$ cat src/rtl/bin2bcd_if.sv
// Handshake bundle between a producer of binary values (e.g. the divider)
// and the sequential binary-to-BCD converter.
interface bin2bcd_if #(
    parameter int WIDTH  = 8,
    parameter int DIGITS = 3
) ();
    logic                  start;
    logic [WIDTH-1:0]      bin;
    logic                  busy;
    logic                  done;
    logic [4*DIGITS-1:0]   bcd;

    modport master (output start, output bin, input busy, input done, input bcd);
    modport slave  (input start, input bin, output busy, output done, output bcd);
endinterface

$ cat src/rtl/bin2bcd_seq.sv
// Sequential double-dabble converter: one bit per clock, WIDTH clocks from the
// start-sampling edge to a one-cycle done pulse; bcd only updates on completion.
module bin2bcd_seq #(
    parameter int WIDTH  = 8,
    parameter int DIGITS = 3
) (
    input  logic      clk,
    input  logic      rst,
    bin2bcd_if.slave  bus
);
    localparam int CW = (WIDTH > 1) ? $clog2(WIDTH) : 1;
    localparam int BW = 4 * DIGITS;

    localparam logic [0:0] IDLE  = 1'b0;
    localparam logic [0:0] SHIFT = 1'b1;

    logic [0:0]       state_q, state_d;
    logic [WIDTH-1:0] sr_q,    sr_d;
    logic [BW-1:0]    wb_q,    wb_d;
    logic [CW-1:0]    cnt_q,   cnt_d;
    logic [BW-1:0]    bcd_q,   bcd_d;
    logic             done_q,  done_d;

    logic [BW-1:0]    wb_adj;
    logic [BW-1:0]    wb_shift;

    always_comb begin
        // NOTE: every output of this block gets a default first so no path leaves it unassigned (no latch).
        state_d = state_q;
        sr_d    = sr_q;
        wb_d    = wb_q;
        cnt_d   = cnt_q;
        bcd_d   = bcd_q;
        done_d  = 1'b0;

        // Correct each digit before the shift so it carries properly into the next digit.
        wb_adj = wb_q;
        for (int i = 0; i < DIGITS; i++) begin
            if (wb_q[4*i +: 4] >= 4'd5) wb_adj[4*i +: 4] = wb_q[4*i +: 4] + 4'd3;
        end
        wb_shift = BW'({wb_adj, sr_q[WIDTH-1]});

        case (state_q)
            IDLE: begin
                if (bus.start) begin
                    sr_d    = bus.bin;
                    wb_d    = '0;
                    cnt_d   = '0;
                    state_d = SHIFT;
                end
            end
            SHIFT: begin
                wb_d = wb_shift;
                sr_d = sr_q << 1;
                if (cnt_q == CW'(WIDTH - 1)) begin
                    bcd_d   = wb_shift;
                    done_d  = 1'b1;
                    state_d = IDLE;
                end else begin
                    cnt_d = cnt_q + CW'(1);
                end
            end
            default: state_d = IDLE;
        endcase
    end

    // NOTE: state registers use non-blocking assignments so every flop samples pre-edge values.
    always_ff @(posedge clk) begin
        if (rst) begin
            state_q <= IDLE;
            sr_q    <= '0;
            wb_q    <= '0;
            cnt_q   <= '0;
            bcd_q   <= '0;
            done_q  <= 1'b0;
        end else begin
            state_q <= state_d;
            sr_q    <= sr_d;
            wb_q    <= wb_d;
            cnt_q   <= cnt_d;
            bcd_q   <= bcd_d;
            done_q  <= done_d;
        end
    end

    assign bus.busy = (state_q == SHIFT);
    assign bus.done = done_q;
    assign bus.bcd  = bcd_q;
endmodule
$ cat src/flat_wrapper.sv
// flat-port wrapper written by rule: the top's interface ports become plain ports
module bin2bcd_seq_flat 
#(
    parameter int WIDTH  = 8,
    parameter int DIGITS = 3
)
  (clk, rst, bus_start, bus_bin, bus_busy, bus_done, bus_bcd);
  bin2bcd_if #(.WIDTH(WIDTH), .DIGITS(DIGITS)) bus_i ();
  input  logic clk;
  input  logic rst;
  input wire logic [$bits(bus_i.start)-1:0] bus_start;
  input wire logic [$bits(bus_i.bin)-1:0] bus_bin;
  output wire logic [$bits(bus_i.busy)-1:0] bus_busy;
  output wire logic [$bits(bus_i.done)-1:0] bus_done;
  output wire logic [$bits(bus_i.bcd)-1:0] bus_bcd;
  assign bus_i.start = bus_start;
  assign bus_i.bin = bus_bin;
  assign bus_busy = bus_i.busy;
  assign bus_done = bus_i.done;
  assign bus_bcd = bus_i.bcd;
  bin2bcd_seq #(.WIDTH(WIDTH), .DIGITS(DIGITS)) u_core (.clk(clk), .rst(rst), .bus(bus_i));
endmodule
$ cat config.mk
export PLATFORM = sky130hd
export DESIGN_NAME = bin2bcd_seq_flat
export DESIGN_NICKNAME = d
export VERILOG_FILES = /design/src/rtl/bin2bcd_if.sv /design/src/rtl/bin2bcd_seq.sv /design/src/flat_wrapper.sv
export SDC_FILE = /design/constraint.sdc
export NUM_CORES = 1
export LEC_CHECK = 0
export CORE_MARGIN = 2
export CORE_UTILIZATION = 40
export DETAILED_ROUTE_END_ITERATION = 8
export PLACE_DENSITY = 0.64
export SETUP_SLACK_MARGIN = 0.4
export SLEW_MARGIN = 10
export SYNTH_ARGS = -nofsm -noshare
export SYNTH_HDL_FRONTEND = slang
export SYNTH_SLANG_ARGS = --single-unit
$ cat constraint.sdc
create_clock -name clk -period 1.65 [get_ports clk]
set_clock_uncertainty 0.2 [all_clocks]
set_input_delay 0.2475 -clock clk [delete_from_list [all_inputs] [get_ports clk]]
set_output_delay 0.2475 -clock clk [all_outputs]
set_load 0.05 [all_outputs]
**After elaboration in Yosys (flattened, before gate mapping)**

Index checks and enable logic that the tools add are counted.

- Register bits: 37
- Bits of input ports: 11
- Output and inout port bits: 14
- Logic and storage cells: 34

- Add/subtract/negate cells: 4
- Magnitude comparators: 3
- Equal/unequal tests: 3
- Mux-type cells: 14
- Bitwise operators: 1
- Reduce and logical (&&, ||, !) cells: 3

Operators with widths:

| cell | count |
|---|---|
| case mux 12 bit (2 select lines) | 1 |
| case mux 8 bit (2 select lines) | 1 |
| >= comparator 4 x 3 -> 1 bit, second input constant | 3 |
| 2-to-1 mux 12 bit | 1 |
| 2-to-1 mux 3 bit | 3 |
| adder 4 x 2 -> 4 bit, second input constant | 2 |
| 2-to-1 mux 4 bit | 2 |
| 2-to-1 mux 8 bit | 1 |
| case mux 3 bit (2 select lines) | 1 |
| inequality test 2 bit, second input constant | 2 |
| AND reduction 2 bit | 2 |
| adder 3 x 1 -> 3 bit, second input constant | 1 |
| adder 3 x 2 -> 3 bit, second input constant | 1 |
| == test 3 bit, second input constant | 1 |
| 2-to-1 mux 1 bit | 3 |
| case mux 1 bit (2 select lines) | 1 |
| OR reduction 2 bit | 1 |
| inverter 1 bit | 1 |

**Logic depth before layout (Yosys ltp)**

Gate-level depths: netlist of run 1.

- Depth after elaboration: 3
- Gate-level depth with buffers: 6
- Depth with buffers taken out: 6

**Worst setup path before layout of run 1**

No wires, ideal clock.

- Path type: register -> register
- From: register u_core.wb_q[8]
- To: register u_core.wb_q[10]
- Library setup time: 0.068 ns
- Data arrival time: 1.331 ns
- Data required time: 1.382 ns
- Path slack: 0.051 ns
- Cell stages (with the launch flop): 7
- Path buffers: 0
- Period minus slack after synthesis: 1.599 ns
- Path through: dfxtp_1 > inv_1 > ha_1 > nand2b_1 > a21oi_4 > mux2_4 > o21ai_2

- Word-level cells in the longest chain between the ends: 3
- Elaborated cells on any way between the ends: 4
- Classes of those cells: 1 x add/sub; 1 x order compare; 2 x mux

Ends and longest elaborated chain:

| what | RTL line | text |
|---|---|---|
| start, declared | bin2bcd_seq.sv:19 | `logic [BW-1:0] wb_q, wb_d;` |
| start signal, assigned | bin2bcd_seq.sv:79 | `wb_q <= wb_d;` |
| >= comparator 4 x 3 -> 1 bit or adder 3 x 2 -> 3 bit (tied branches) | bin2bcd_seq.sv:39 | `if (wb_q[4*i +: 4] >= 4'd5) wb_adj[4*i +: 4] = wb_q[4*i +: 4] + 4'd3;` |
| 2-to-1 mux 3 bit (*) | bin2bcd_seq.sv:39 |  |
| case mux 12 bit (2 select lines) (*) | bin2bcd_seq.sv:43 | `case (state_q)` |

Mark *: on every way between the ends. The rest lies on a longest branch, timed or not.
A chain may end at the register's enable or synchronous reset.

**Worst setup path after layout of run 1**

- From: register u_core.wb_q[1]
- To: register u_core.bcd_q[2], in the netlist u_core.bus.bcd[2]

- Word-level cells in the longest chain between the ends: 2
- Elaborated cells on any way between the ends: 3
- Classes of those cells: 1 x add/sub; 1 x order compare; 1 x mux

Ends and longest elaborated chain:

| what | RTL line | text |
|---|---|---|
| adder 4 x 2 -> 4 bit or >= comparator 4 x 3 -> 1 bit (tied branches) | bin2bcd_seq.sv:39 |  |
| 2-to-1 mux 4 bit (*) | bin2bcd_seq.sv:39 |  |
| end signal, assigned | bin2bcd_seq.sv:74 | `bcd_q <= '0;` |
| end signal, assigned | bin2bcd_seq.sv:81 | `bcd_q <= bcd_d;` |
| end, declared | bin2bcd_seq.sv:21 | `logic [BW-1:0] bcd_q, bcd_d;` |

Marked as above.

==> results of run 1 <==
==> area by class of cell <==
class	count	area, um2
Clock inverter	2	10.0
Tap cell	52	65.1
Fill cell	332	1420
Clock buffer	6	72.6
Inverter	7	41.3
Multi-Input combinational cell	140	1230
Sequential cell	37	783
Timing Repair Buffer	58	668
==> worst min-delay path: stages <==
cell and delay (ns):
dlygate4sd2_1 0.23, buf_4 0.17, o41ai_1 0.08
==> routing by layer <==
metal  GRT usage, %  routed length [um]
met1           20.8                1850
met2           34.8                2320
met3           4.76                 151
met4           7.69                  87
met5              0                   0
==> worst min path at each step <==
stage,start,to,cells after the start
2_1_floorplan,bus_start,u_core.bus.busy$_SDFF_PP0_,2
3_3_place_gp,u_core.sr_q[6]$_SDFFE_PP0P_,u_core.sr_q[7]$_SDFFE_PP0P_,2
3_5_place_dp,u_core.sr_q[7]$_SDFFE_PP0P_,u_core.bus.bcd[0]$_SDFFE_PP0P_,2
4_1_cts,bus_start,u_core.wb_q[9]$_SDFFE_PP0P_,3
5_1_grt,bus_start,u_core.wb_q[9]$_SDFFE_PP0P_,3
6_report,bus_start,u_core.wb_q[9]$_SDFFE_PP0P_,3
==> synth_stat cells (all sizes together), types with 5 or more instances <==
master	number	share of area, %
o21ai	17	5.7
inv	7	1.5
ha	8	5.7
a21oi	16	5.6
nand2b	5	1.8
mux2i	10	5.7
nor2	31	6.7
buf	8	3.1
nor3b	6	2.8
nand3b	12	5.1
nand2	10	2.3
dfxtp	37	42
==> state kept, by name, indices dropped and copies added (netlist names) <==
register         cells
u_core.bus.done      1
u_core.wb_q         12
u_core.sr_q          8
u_core.bus.bcd      12
u_core.cnt_q         3
u_core.bus.busy      1
==> stage by stage <==
stage / hold WS [ns] / util [%] / cells
after global routing: 0.282 / 66.9 / 302
after floorplan: 0.200 / - / 193
after CTS: 0.267 / 64.8 / 298
after global placement: 0.267 / 56.0 / 268
final: 0.270 / 66.9 / 302
after detailed placement: 0.275 / 56.0 / 268
==> power by group through the flow <==
| stage | combinational (mW) | sequential (mW) | clock (mW) |
|---|---|---|---|
| floorplan | 0.103 | 0.944 | 0 |
| global route | 0.206 | 0.921 | 0.679 |
| finish | 0.190 | 0.919 | 0.616 |
| global placement | 0.153 | 0.946 | 0 |
| detailed placement | 0.159 | 0.948 | 0 |
| CTS | 0.182 | 0.917 | 0.630 |
==> kinds of logic after synthesis <==
logic type | synth area share [%]
xor gates and xnor gates | 0.992
muxes | 8.22
AOI/OAI and AO/OA | 16.9
buffers and inverters | 5.03
and+or+nand+nor | 21.2
DFF | 41.9
adders and majority gates | 5.67
==> timing repair <==
item                                    4_1_cts  5_1_grt
gates resized for setup                      43       17
buffers inserted                             21        4
endpoints found under the setup margin       48       45
pin swaps                                    13       16
cloned                                        1        0
==> placed cells by master (no fill, tap or decap), types with 8 or more instances in the layout <==
master           instances
buf_4                   25
nor2_1                  24
dfxtp_2                 16
dfxtp_1                 15
buf_12                  14
nand3b_1                12
o21ai_1                 10
a21oi_1                 10
mux2i_1                 10
clkdlybuf4s50_1          9
buf_6                    9
nand2_1                  8
ha_4                     8
==> results.json, run 1 <==
{
  "hold_violations": 0,
  "n_antenna_cell": 0,
  "switching_share_pct": 25.0,
  "vdd_drop_max_v": 0.000525,
  "fp-row-count": 24,
  "worstPathArrival_ns": 1.62,
  "tns_ns": 0,
  "hpwl_um": 2830,
  "avgSynthCellArea_um2": 9.15,
  "outcome": "finished, final reports clean",
  "r2r-start": "u_core.wb_q[1]$_SDFFE_PP0P_",
  "period_share_pct": 96.9,
  "htreeDepth": 2,
  "syn_to_final_growth_pct": 62.7,
  "p_leak_nw": 1.11,
  "drcViolationCount": 0,
  "antenna_found_initial": 0,
  "synth_fp_nets": 212,
  "placed_cell_area_mm2": 0.00241,
  "final_layout_size_suffix_gt1_share_pct": 54.4,
  "dp_slack_ns": -0.0182,
  "worstPathCellList": "inv_4, ha_4, nand2b_4, a21oi_4, mux2_4, o21ai_2",
  "r2r_slack_ns": 0.05,
  "cp.depth": 6,
  "slowest_stage": "dfxtp_2",
  "maxSlewHeadroom_pct": 76.2,
  "power_frac_clock_pct": 35.7,
  "io_pins": 25,
  "grt_pass1_wl_um": 7440,
  "cap_violations": 0,
  "wl_per_cell_um": 14.6,
  "die_w_um": 70.5,
  "seq_area_frac_synth_pct": 41.9,
  "dieArea_mm2": 0.00496,
  "via_per_inst": 5.27,
  "power_density_mw_per_mm2": 600,
  "p_total_mw": 1.72,
  "clock_latency_ns": 0.30,
  "grt_max_degree": 16,
  "crit_type": "reg -> reg",
  "synth_cell_types": 36,
  "setup_viol": 0,
  "first_global_vias": 1633,
  "comb_power_share_pct": 11.0,
  "synth_area_mm2": 0.00177,
  "critPathLaunch": "u_core.wb_q[1]$_SDFFE_PP0P_",
  "vias": 1591,
  "synth_edf_count": 0,
  "cp_top_family": "flip-flops",
  "place.gp.congestion": 0.788,
  "clockRootBuffer": "clkbuf_8",
  "setup_slack_ns": 0.0505,
  "portBuffers": 24,
  "clock.fmax_mhz": 625,
  "cts_tree": "done",
  "synth_top_flop_cell": "dfxtp_1",
  "num-nets-final": 268,
  "crit_buf_inv": 1,
  "drv_slew": 0,
  "cts_sinks": 37,
  "pwr-share-seq_pct": 53.3,
  "clk_pin_slew_ns": 0.08,
  "async_flop_share_pct": 0,
  "yosys_warnings": 0,
  "p_sw_uw": 431,
  "cp-end-kind": "flop",
  "endpoint": "u_core.bus.bcd[2]$_SDFFE_PP0P_",
  "initial_core_util_pct": 41.1,
  "drt_pass1_iterations": 4,
  "synth-seq-cells": 37,
  "postRouteAntennaNets": 0,
  "wl_um": 4410,
  "critical_path.max_stage_delay_ns": 0.36,
  "track_usage_pct": 19.1,
  "rsz0062_at_grt": "yes",
  "die_h_um": 70.5,
  "hold_buffers": 0,
  "reg2reg_to": "u_core.bus.bcd[2]$_SDFFE_PP0P_",
  "start_kind": "flop",
  "hold_path_class": "in -> reg",
  "worstPathRequired_ns": 1.67,
  "grt-ovfl-total": 0,
  "drt-initial-drc-count": 79,
  "clock_path_buffers": 2,
  "final_area_mm2": 0.00287,
  "internal_power_mw": 1.29,
  "core_area_mm2": 0.00429,
  "period_minus_slack_ns": 1.60,
  "r2r_cells": 6,
  "path_max_fanout": 3,
  "tightest_slew_ns": 0.357,
  "cts_inserted_buffers": 5,
  "synth_cells": 193
}
(Power assumes the default switching activity.)
==> run 2, diff against run 1 <==
Settings changed: CELL_PAD_IN_SITES_DETAIL_PLACEMENT from default to 0, CELL_PAD_IN_SITES_GLOBAL_PLACEMENT from default to 1, CORE_UTILIZATION 40 to 37, PLACE_DENSITY 0.64 to 0.75.
==> results.json, run 2 (same netlist as run 1, synthesis figures left out) <==
{
  "outcome": "finished, final reports clean",
  "hold_violations": 0,
  "worstPathRequired_ns": 1.67,
  "grt_pass1_wl_um": 6840,
  "n_antenna_cell": 0,
  "cts_inserted_buffers": 5,
  "hpwl_um": 2740,
  "hold_buffers": 0,
  "setup_viol": 0,
  "vdd_drop_max_v": 0.000417,
  "layout_common_cells": "buf_4 (31), nor2_1 (21), buf_12 (17), dfxtp_2 (17), dfxtp_1 (14)",
  "drcViolationCount": 0,
  "clock.fmax_mhz": 643,
  "cts_tree": "done",
  "htreeDepth": 2,
  "clock_path_buffers": 2,
  "path_max_fanout": 3,
  "maxSlewHeadroom_pct": 76.4,
  "cts_sinks": 37,
  "vias": 1625,
  "dieArea_mm2": 0.00534,
  "initial_core_util_pct": 37.9,
  "hold_path_class": "in -> reg",
  "final_area_mm2": 0.00306,
  "die_w_um": 73.1,
  "power_density_mw_per_mm2": 611,
  "seq_area_um2": 785,
  "num-nets-final": 279,
  "syn_to_final_growth_pct": 73.2,
  "wl_per_cell_um": 14.5,
  "multiInputGateArea_mm2": 0.00124,
  "dp_slack_ns": -0.0110,
  "setup_slack_ns": 0.0939,
  "final_layout_size_suffix_gt1_share_pct": 59.4,
  "antenna_found_initial": 0,
  "postRouteAntennaNets": 0,
  "clock_latency_ns": 0.29,
  "tns_ns": 0,
  "fp-row-count": 25,
  "wl_um": 4550,
  "grt_max_degree": 19,
  "r2r_slack_ns": 0.09,
  "rsz0062_at_grt": "yes",
  "fin_hold_ws_ns": 0.260,
  "tightest_slew_ns": 0.352,
  "clk_pin_slew_ns": 0.08,
  "drv_slew": 0,
  "fill_cells": 356,
  "p_total_mw": 1.87,
  "track_usage_pct": 16.4,
  "drt_pass1_iterations": 4,
  "grt-ovfl-total": 0,
  "die_h_um": 73.1,
  "clockRootBuffer": "clkbuf_8",
  "io_pins": 25,
  "drt-initial-drc-count": 54,
  "core_area_mm2": 0.00466,
  "place.gp.congestion": 0.740,
  "crit_type": "reg -> reg",
  "p_leak_nw": 1.20,
  "cap_violations": 0,
  "cp-end-kind": "flop",
  "period_share_pct": 94.3,
  "via_per_inst": 5.16,
  "first_global_vias": 1519,
  "placed_cell_area_mm2": 0.00242,
  "period_minus_slack_ns": 1.56,
  "portBuffers": 24,
  "layout_commonest_cell": "buf_4",
  "worstPathArrival_ns": 1.58,
  "start_kind": "flop"
}
[run 2: worst paths after layout]
check / depth (start not counted) / end / from
worst max-delay path: 6 / u_core.bus.bcd[6]$_SDFFE_PP0P_ / u_core.wb_q[5]$_SDFFE_PP0P_
worst min-delay path: 3 / u_core.wb_q[9]$_SDFFE_PP0P_ / bus_start
worst max register to register: 6 / u_core.bus.bcd[6]$_SDFFE_PP0P_ / u_core.wb_q[5]$_SDFFE_PP0P_
worst min register to register: 2 / u_core.bus.bcd[1]$_SDFFE_PP0P_ / u_core.bus.bcd[1]$_SDFFE_PP0P_
[run 2: metal layers]
layer | share of wire [%] | vias up | global-route usage [%]
met1 | 43 | 782 | 20.6
met4 | 1.3 | 0 | 7.61
met3 | 2.4 | 5 | 4.28
met5 | 0 | - | 0
li1 | - | 815 | -
met2 | 53 | 23 | 26.1
[run 2: power breakdown]
| part | leakage, nW | internal, mW | switching [mW] | total, mW |
|---|---|---|---|---|
| combinational | 0.831 | 0.134 | 0.108 | 0.241 |
| sequential | 0.313 | 0.901 | 0.0175 | 0.919 |
| clock | 0.0542 | 0.378 | 0.331 | 0.708 |
[run 2: repair_timing]
action	4_1_cts	5_1_grt
endpoints found under the setup margin	49	46
cloned	0	1
hold endpoints to repair	0	0
buffers inserted	14	20
pin swaps	10	19
resized for setup	33	38
[run 2: critical path, stage by stage (launching register included)]
cell      delay [ns]
dfxtp_4         0.36
inv_4           0.05
ha_4            0.14
nand2b_4        0.14
a21oi_4         0.15
mux2_4          0.34
o21ai_2         0.11
[run 2: final cells by class]
| type | count | share of cell area [%] |
|---|---|---|
| clock inverter | 1 | 0.164 |
| clock buffer | 7 | 3.15 |
| inverter | 7 | 1.35 |
| sequential | 37 | 25.6 |
| timing repair buffer | 70 | 26.8 |
| tap | 54 | 2.21 |
| multi-input combinational | 139 | 40.7 |
[run 2: metrics by stage]
step	std cells	util, %
3_5_place_dp	272	52.0
6_report	315	65.6
3_3_place_gp	272	52.0
5_1_grt	315	65.6
2_1_floorplan	193	-
4_1_cts	294	58.3
